File: src/rtl/word_unpacker.sv
// word_unpacker: splits one WORD_W word per handshake into NBYTES bytes,
// LSB first, on a byte-wide valid/ready stream.
//
// Ports:
//   clk, rst      clock, synchronous active-high reset
//   en            enable; low freezes state and masks both handshakes
//   in_data       word to unpack
//   in_nbytes     bytes to emit (1..NBYTES; 0 or >NBYTES means NBYTES)
//   in_valid      word-side valid
//   in_ready      word-side ready
//   out_data      current byte
//   out_valid     byte-side valid
//   out_ready     byte-side ready
//   out_last      final byte of the current word
//   busy          a word is held (SEND)
//   out_parity    XOR of out_data (only with WORD_UNPACKER_PARITY_EN)
//
// Build option: define WORD_UNPACKER_PARITY_EN to add out_parity.
module word_unpacker #(
  parameter  int WORD_W = 32,
  parameter  int BYTE_W = 8,
  localparam int NBYTES = WORD_W / BYTE_W,
  localparam int CNT_W  = $clog2(NBYTES) + 1
) (
  input  logic              clk,
  input  logic              rst,
  input  logic              en,
  input  logic [WORD_W-1:0] in_data,
  input  logic [CNT_W-1:0]  in_nbytes,
  input  logic              in_valid,
  output logic              in_ready,
  output logic [BYTE_W-1:0] out_data,
  output logic              out_valid,
  input  logic              out_ready,
  output logic              out_last,
  output logic              busy
`ifdef WORD_UNPACKER_PARITY_EN
  ,
  output logic              out_parity
`endif
);

  typedef enum logic [0:0] {
    IDLE = 1'b0,
    SEND = 1'b1
  } state_t;

  state_t              state_q;
  logic [WORD_W-1:0]   sh_q;
  logic [CNT_W-1:0]    rem_q;
  logic                last_q;

  logic                send;
  logic                take_in;
  logic                take_out;
  logic [CNT_W-1:0]    nb_d;
  logic [WORD_W-1:0]   sh_d;

  assign send      = (state_q == SEND);
  assign out_valid = en && send;
  assign take_out  = out_valid && out_ready;

  // In SEND, a new word may only be taken in the same cycle the
  // final byte leaves, which gives back-to-back words with no bubble.
  assign in_ready = en && !rst &&
                    (!send || (out_ready && last_q));
  assign take_in  = in_valid && in_ready;

  always_comb begin
    nb_d = in_nbytes;
    if (in_nbytes == '0 || in_nbytes > CNT_W'(NBYTES))
      nb_d = CNT_W'(NBYTES);
  end

  // The word is kept in a right-shift register, so the current byte
  // is always the low slice and holds in IDLE after the last byte.
  assign sh_d = sh_q >> BYTE_W;

  assign out_data = sh_q[BYTE_W-1:0];
  assign out_last = last_q;
  assign busy     = send;

`ifdef WORD_UNPACKER_PARITY_EN
  logic par_q;
  assign out_parity = par_q;
`endif

  always_ff @(posedge clk) begin
    if (rst) begin
      state_q <= IDLE;
      sh_q    <= '0;
      rem_q   <= '0;
      last_q  <= 1'b0;
`ifdef WORD_UNPACKER_PARITY_EN
      par_q   <= 1'b0;
`endif
    end else if (take_in) begin
      state_q <= SEND;
      sh_q    <= in_data;
      rem_q   <= nb_d;
      last_q  <= (nb_d == CNT_W'(1));
`ifdef WORD_UNPACKER_PARITY_EN
      par_q   <= ^in_data[BYTE_W-1:0];
`endif
    end else if (take_out) begin
      unique case (last_q)
        1'b1: begin
          state_q <= IDLE;
          last_q  <= 1'b0;
        end
        default: begin
          sh_q   <= sh_d;
          rem_q  <= rem_q - CNT_W'(1);
          last_q <= (rem_q == CNT_W'(2));
`ifdef WORD_UNPACKER_PARITY_EN
          par_q  <= ^sh_d[BYTE_W-1:0];
`endif
        end
      endcase
    end
  end

endmodule
File: config.mk
export PLATFORM = sky130hd
export DESIGN_NAME = word_unpacker
export DESIGN_NICKNAME = d
export VERILOG_FILES = /design/src/rtl/word_unpacker.sv
export SDC_FILE = /design/constraint.sdc
export NUM_CORES = 1
export LEC_CHECK = 0
export ABC_AREA = 1
export ABC_CLOCK_PERIOD_IN_PS = 1610
export CORE_ASPECT_RATIO = 1.1
export CORE_MARGIN = 1.5
export CORE_UTILIZATION = 48
export CTS_CLUSTER_SIZE = 14
export DETAILED_ROUTE_END_ITERATION = 7
export PLACE_DENSITY = 0.79
export SYNTH_ARGS = -nofsm -noshare
export SYNTH_HDL_FRONTEND = slang
export SYNTH_SLANG_ARGS = --single-unit
File: constraint.sdc
create_clock -name clk -period 1.61 [get_ports clk]
set_clock_uncertainty 0.05 [all_clocks]
set_input_delay 0.161 -clock clk [delete_from_list [all_inputs] [get_ports clk]]
set_output_delay 0.161 -clock clk [all_outputs]
set_load 0.01 [all_outputs]
# --- Yosys cells after proc, flatten, opt, wreduce, memory -nomap -nowiden ---
# Index checks and enable logic that the tools add are counted.
totals:
  wordCells: 37
  in_bits: 40
  regBits: 37
  out_inout_bits: 12
classes:
  n_eq_ne: 3
  mux: 13
  addsub: 1
  n_reduce_logical: 15
  magnitude_cmp: 1
ops:
  columns: ["op", "n"]
  rows:
  - ["$mux 32", 3]
  - ["$mux 3", 4]
  - ["$logic_and 1x1->1", 6]
  - ["$mux 1", 6]
  - ["$reduce_and 2->1", 2]
  - ["$reduce_bool 2->1", 2]
  - ["$eq 3x1->1 const B", 1]
  - ["$eq 3x2->1 const B", 1]
  - ["$gt 3x3->1 const B", 1]
  - ["$logic_not 3->1", 1]
  - ["$sub 3x1->3 const B", 1]
  - ["$logic_not 1->1", 2]
  - ["$logic_or 1x1->1", 2]
  - ["$ne 2x1->1 const B", 1]

# --- Longest topological paths before layout ---
depth:
  ltp_word: 6
  depth_mapped: 8
  ltp_nobuf: 8

# --- Least setup slack after synthesis ---
# No wires, ideal clock.
synth_timing:
  kind: "reg2reg"
  startpoint: "register state_q, in the netlist busy"
  endpoint: "register sh_q[2]"
  required_ps: 1443
  path_slack_ps: 295
  arrival_time_ps: 1148
  path_stages_with_launch: 9
  path_buffers: 1
  cell_sequence: "dfxtp_1 nand2_1 inv_1 nand3_2 buf_2 nand2_1 nand2_1 a21oi_1 nor2_1"
synth_between:
  elab_cells_between_ends: 10
synth_rtl:
  columns: ["item", "line_no", "rtl"]
  rows:
  - ["start: declaration", "48", "state_t state_q;"]
  - ["start signal: assignment", "90", "state_q <= IDLE;"]
  - ["start signal: assignment", "98", "state_q <= SEND;"]
  - ["start signal: assignment", "108", "state_q <= IDLE;"]
  - ["$logic_and 1x1->1", "60", "assign out_valid = en && send;"]
  - ["named net out_valid", "33", "output logic out_valid,"]
  - ["$logic_and 1x1->1", "61", "assign take_out = out_valid && out_ready;"]
  - ["$reduce_bool 2->1 (no line)", null, null]
  - ["$reduce_and 2->1 (no line)", null, null]
  - ["end signal: assignment", "99", "sh_q <= in_data;"]
  - ["end: declaration", "49", "logic [WORD_W-1:0] sh_q;"]
# The timed path passes the listed nets, and every way through them passes these cells.
# A chain may end at the register's enable or synchronous reset.

# --- Worst setup path after layout ---
layout_timing:
  startpoint: "register last_q, in the netlist out_last"
  endpoint: "output port out_last"
layout_rtl:
  columns: ["item", "line_no", "rtl"]
  rows:
  - ["start: declaration", "51", "logic last_q;"]
  - ["start signal: assignment", "101", "last_q <= (nb_d == CNT_W'(1));"]
  - ["start signal: assignment", "114", "last_q <= (rem_q == CNT_W'(2));"]
  - ["end: declaration", "35", "output logic out_last,"]
# No word-level cell between the ends.

==> flow_summary.ini <==
[clock_tree]
cts_sinks = 37
cts_buffers = 5
post_cts_buffers = 0
clock_path_buffers = 2
ctsHoldBuffers = 0
htreeDepth = 2
clkTransAtPathRegs_ns = 0.07
tritoncts = done
clock_insertion_delay_worst_skew_ns = 0.29
cts_root_buffer = clkbuf_8

[setup_path]
r2r_setup_slack_ns = 0.25
cpMaxStageDelayCell = clkdlybuf4s50_1
rr_startpoint = out_last$_SDFFE_PP0P_
path_cells = buf_4 > clkdlybuf4s50_1
timing.rr.end = sh_q[15]$_SDFFE_PP0P_
cp_max_fo = 4
worst_setup_path_start_kind = flip-flop
cpPeakStageDelay_ns = 0.53
cp.required_ns = 1.40
worstPathArrival_ns = 1.32
reg2reg_depth = 9
cp-end-kind = output port
critPathKind = reg -> out

[detailed_routing]
post_drt_wl_per_cell_um = 10.4
drc = 0
drtAntennaViolNets = 0
routed_wl_um = 3940
drt_iter0_markers = 73
vias_per_cell = 4.69
routed-via-count = 1771
drt_first_pass_iters = 5

[outcome]
status = complete, no violations

[sta]
setup-violations-final = 0
hold_viol_final = 0
holdWs_ns = 0.373
fmax_mhz = 654
relSlewSlack_pct = 73.3
setup-tns-final_ns = 0
finalCriticalPeriod_ns = 1.53
drv_slew = 0
tightest_slew_ns = 0.399
fin_crit_sh_pct = 95.0
rsz0062_at_grt = no

[grt]
grt_pass1_vias = 1569
overflow = 0
grt.total_usage_pct = 19.5
grt_pass1_wl_um = 6770
antenna_found_initial = 0
grt_max_degree = 26

[logic_synthesis]
yosysSeqAreaShare_pct = 38.2
ys_ff_latch = 37
ys_warn_count = 0
synth_nets = 318
syn_inst = 275
synth_cell_types = 25
syn_area_per_cell_um2 = 7.05
syn_area_um2 = 1940

[placement]
dp_cells = 370
dp_hpwl_um = 2790
routabilityCongestion = 0.772
io_buffers = 51

[floorplan]
die_w_um = 63.6
die_area_um2 = 4430
die_y_um = 69.7
start_util_pct = 49.3
coreArea_um2 = 3930
io_pins = 52
num_rows = 24

[power]
vdd_drop_max_v = 0.000554
p_leak_nw = 1.12
powerDensity_nw_per_um2 = 816

[min_path]
min-delay-start = in_data[24]
min_to = sh_q[24]$_SDFFE_PP0P_
hold_path_class = in -> reg
hold_depth = 3

[cells_and_area]
instances_no_fill = 378
finish.utilization_pct = 66.9
area.growth.synth_to_final_pct = 35.7
drive_gt1_share_pct = 13.5
fill_cells = 338
insertedDiodeCount = 0
fin_nets = 368

[run]
maxCapViolations = 0
[layout make-up]
type / count / area [µm²] / area share, %
clock buffer: 6 / 82.6 / 3.14
clock inverter: 2 / 37.5 / 1.43
inverter: 32 / 120 / 4.56
multi-input combinational: 186 / 931 / 35.4
sequential: 37 / 744 / 28.3
tap: 52 / 65.1 / 2.47
timing repair buffer: 63 / 652 / 24.8
[through the flow]
stage	power, W	instance area, µm²	setup WS [ns]
5_1_grt	0.00225	2630	0.0369
4_1_cts	0.00217	2630	0.0205
3_5_place_dp	0.00133	2510	-0.118
6_report	0.00215	2630	0.0809
3_3_place_gp	0.00133	2510	-0.0989
2_1_floorplan	0.00117	1940	0.295
[what timing repair did]
item	4_1_cts	5_1_grt
resized for setup	2	2
pin swaps	0	0
hold endpoints to repair	0	0
setup endpoints to repair	2	1
[cell usage in the layout (no fill, tap or decap), drive strengths merged]
| cell type | instances |
|---|---|
| clkinvlp | 1 |
| clkbuf | 6 |
| dlymetal6s2s | 1 |
| bufinv | 1 |
| o21ai | 19 |
| a21oi | 28 |
| ha | 3 |
| dlygate4sd2 | 1 |
| nand3 | 20 |
| xor2 | 2 |
| buf | 12 |
| inv | 32 |
| nand2 | 64 |
| dfxtp | 37 |
| or2 | 1 |
| nor2 | 49 |
| clkdlybuf4s50 | 49 |
[routing by layer]
layer	global-route usage [%]	part of all wire [%]	vias up
li1	-	-	948
met1	24.0	45	772
met2	31.0	48	44
met3	5.36	5.1	7
met4	10.1	2.5	0
met5	0	0	-
[critical path, delay by kind of cell, from the launching register on]
family | cells | cell delay [ns]
buffers and inverters | 2 | 0.68
flip-flops | 1 | 0.35
[cells in the mapped netlist, drive strengths merged]
cell type | instances | area [µm²]
a21oi | 28 | 159
inv | 32 | 120
nor2 | 49 | 228
dfxtp | 37 | 741
xor2 | 2 | 17.5
or2 | 1 | 6.26
buf | 16 | 131
nand2 | 64 | 260
clkbuf | 4 | 16.3
o21ai | 19 | 95.1
ha | 3 | 37.5
nand3 | 20 | 128
[worst max path at each step]
stage | endpoint | start | cells past startpoint | slack [ns]
after global routing | sh_q[15]$_SDFFE_PP0P_ | en | 10 | 0.04
after CTS | out_valid | busy$_SDFFE_PP0P_ | 3 | 0.02
after global placement | sh_q[8]$_SDFFE_PP0P_ | en | 10 | -0.1
after detailed placement | sh_q[1]$_SDFFE_PP0P_ | en | 10 | -0.12
after floorplan | sh_q[2]$_SDFFE_PP0P_ | busy$_SDFFE_PP0P_ | 8 | 0.30
final | out_last | out_last$_SDFFE_PP0P_ | 2 | 0.08
[sequential cells by signal, summed over array words and instances, names as in the netlist]
name,flops
sh_q,32
rem_q,3
busy,1
out_last,1
[cell families (layout without fill, tap and decap cells)]
| kind of cell | after synthesis | count (layout) | share of synthesized area (%) |
|---|---|---|---|
| DFF | 37 | 37 | 38.2 |
| buffers and inverters | 52 | 103 | 13.8 |
| AOI/OAI and AO/OA | 47 | 47 | 13.1 |
| xor gates and xnor gates | 2 | 2 | 0.903 |
| adders and majority gates | 3 | 3 | 1.94 |
| and+or+nand+nor | 134 | 134 | 32.1 |
[report_power, final]
| group | switching, W | internal [W] | total [W] |
|---|---|---|---|
| Clock | 0.000335 | 0.000503 | 0.000839 |
| Combinational | 0.000154 | 0.000184 | 0.000338 |
| Sequential | 0.0000191 | 0.000953 | 0.000972 |
| Total | 0.000508 | 0.00164 | 0.00215 |
No activity file was read; power rests on OpenSTA's default activity.
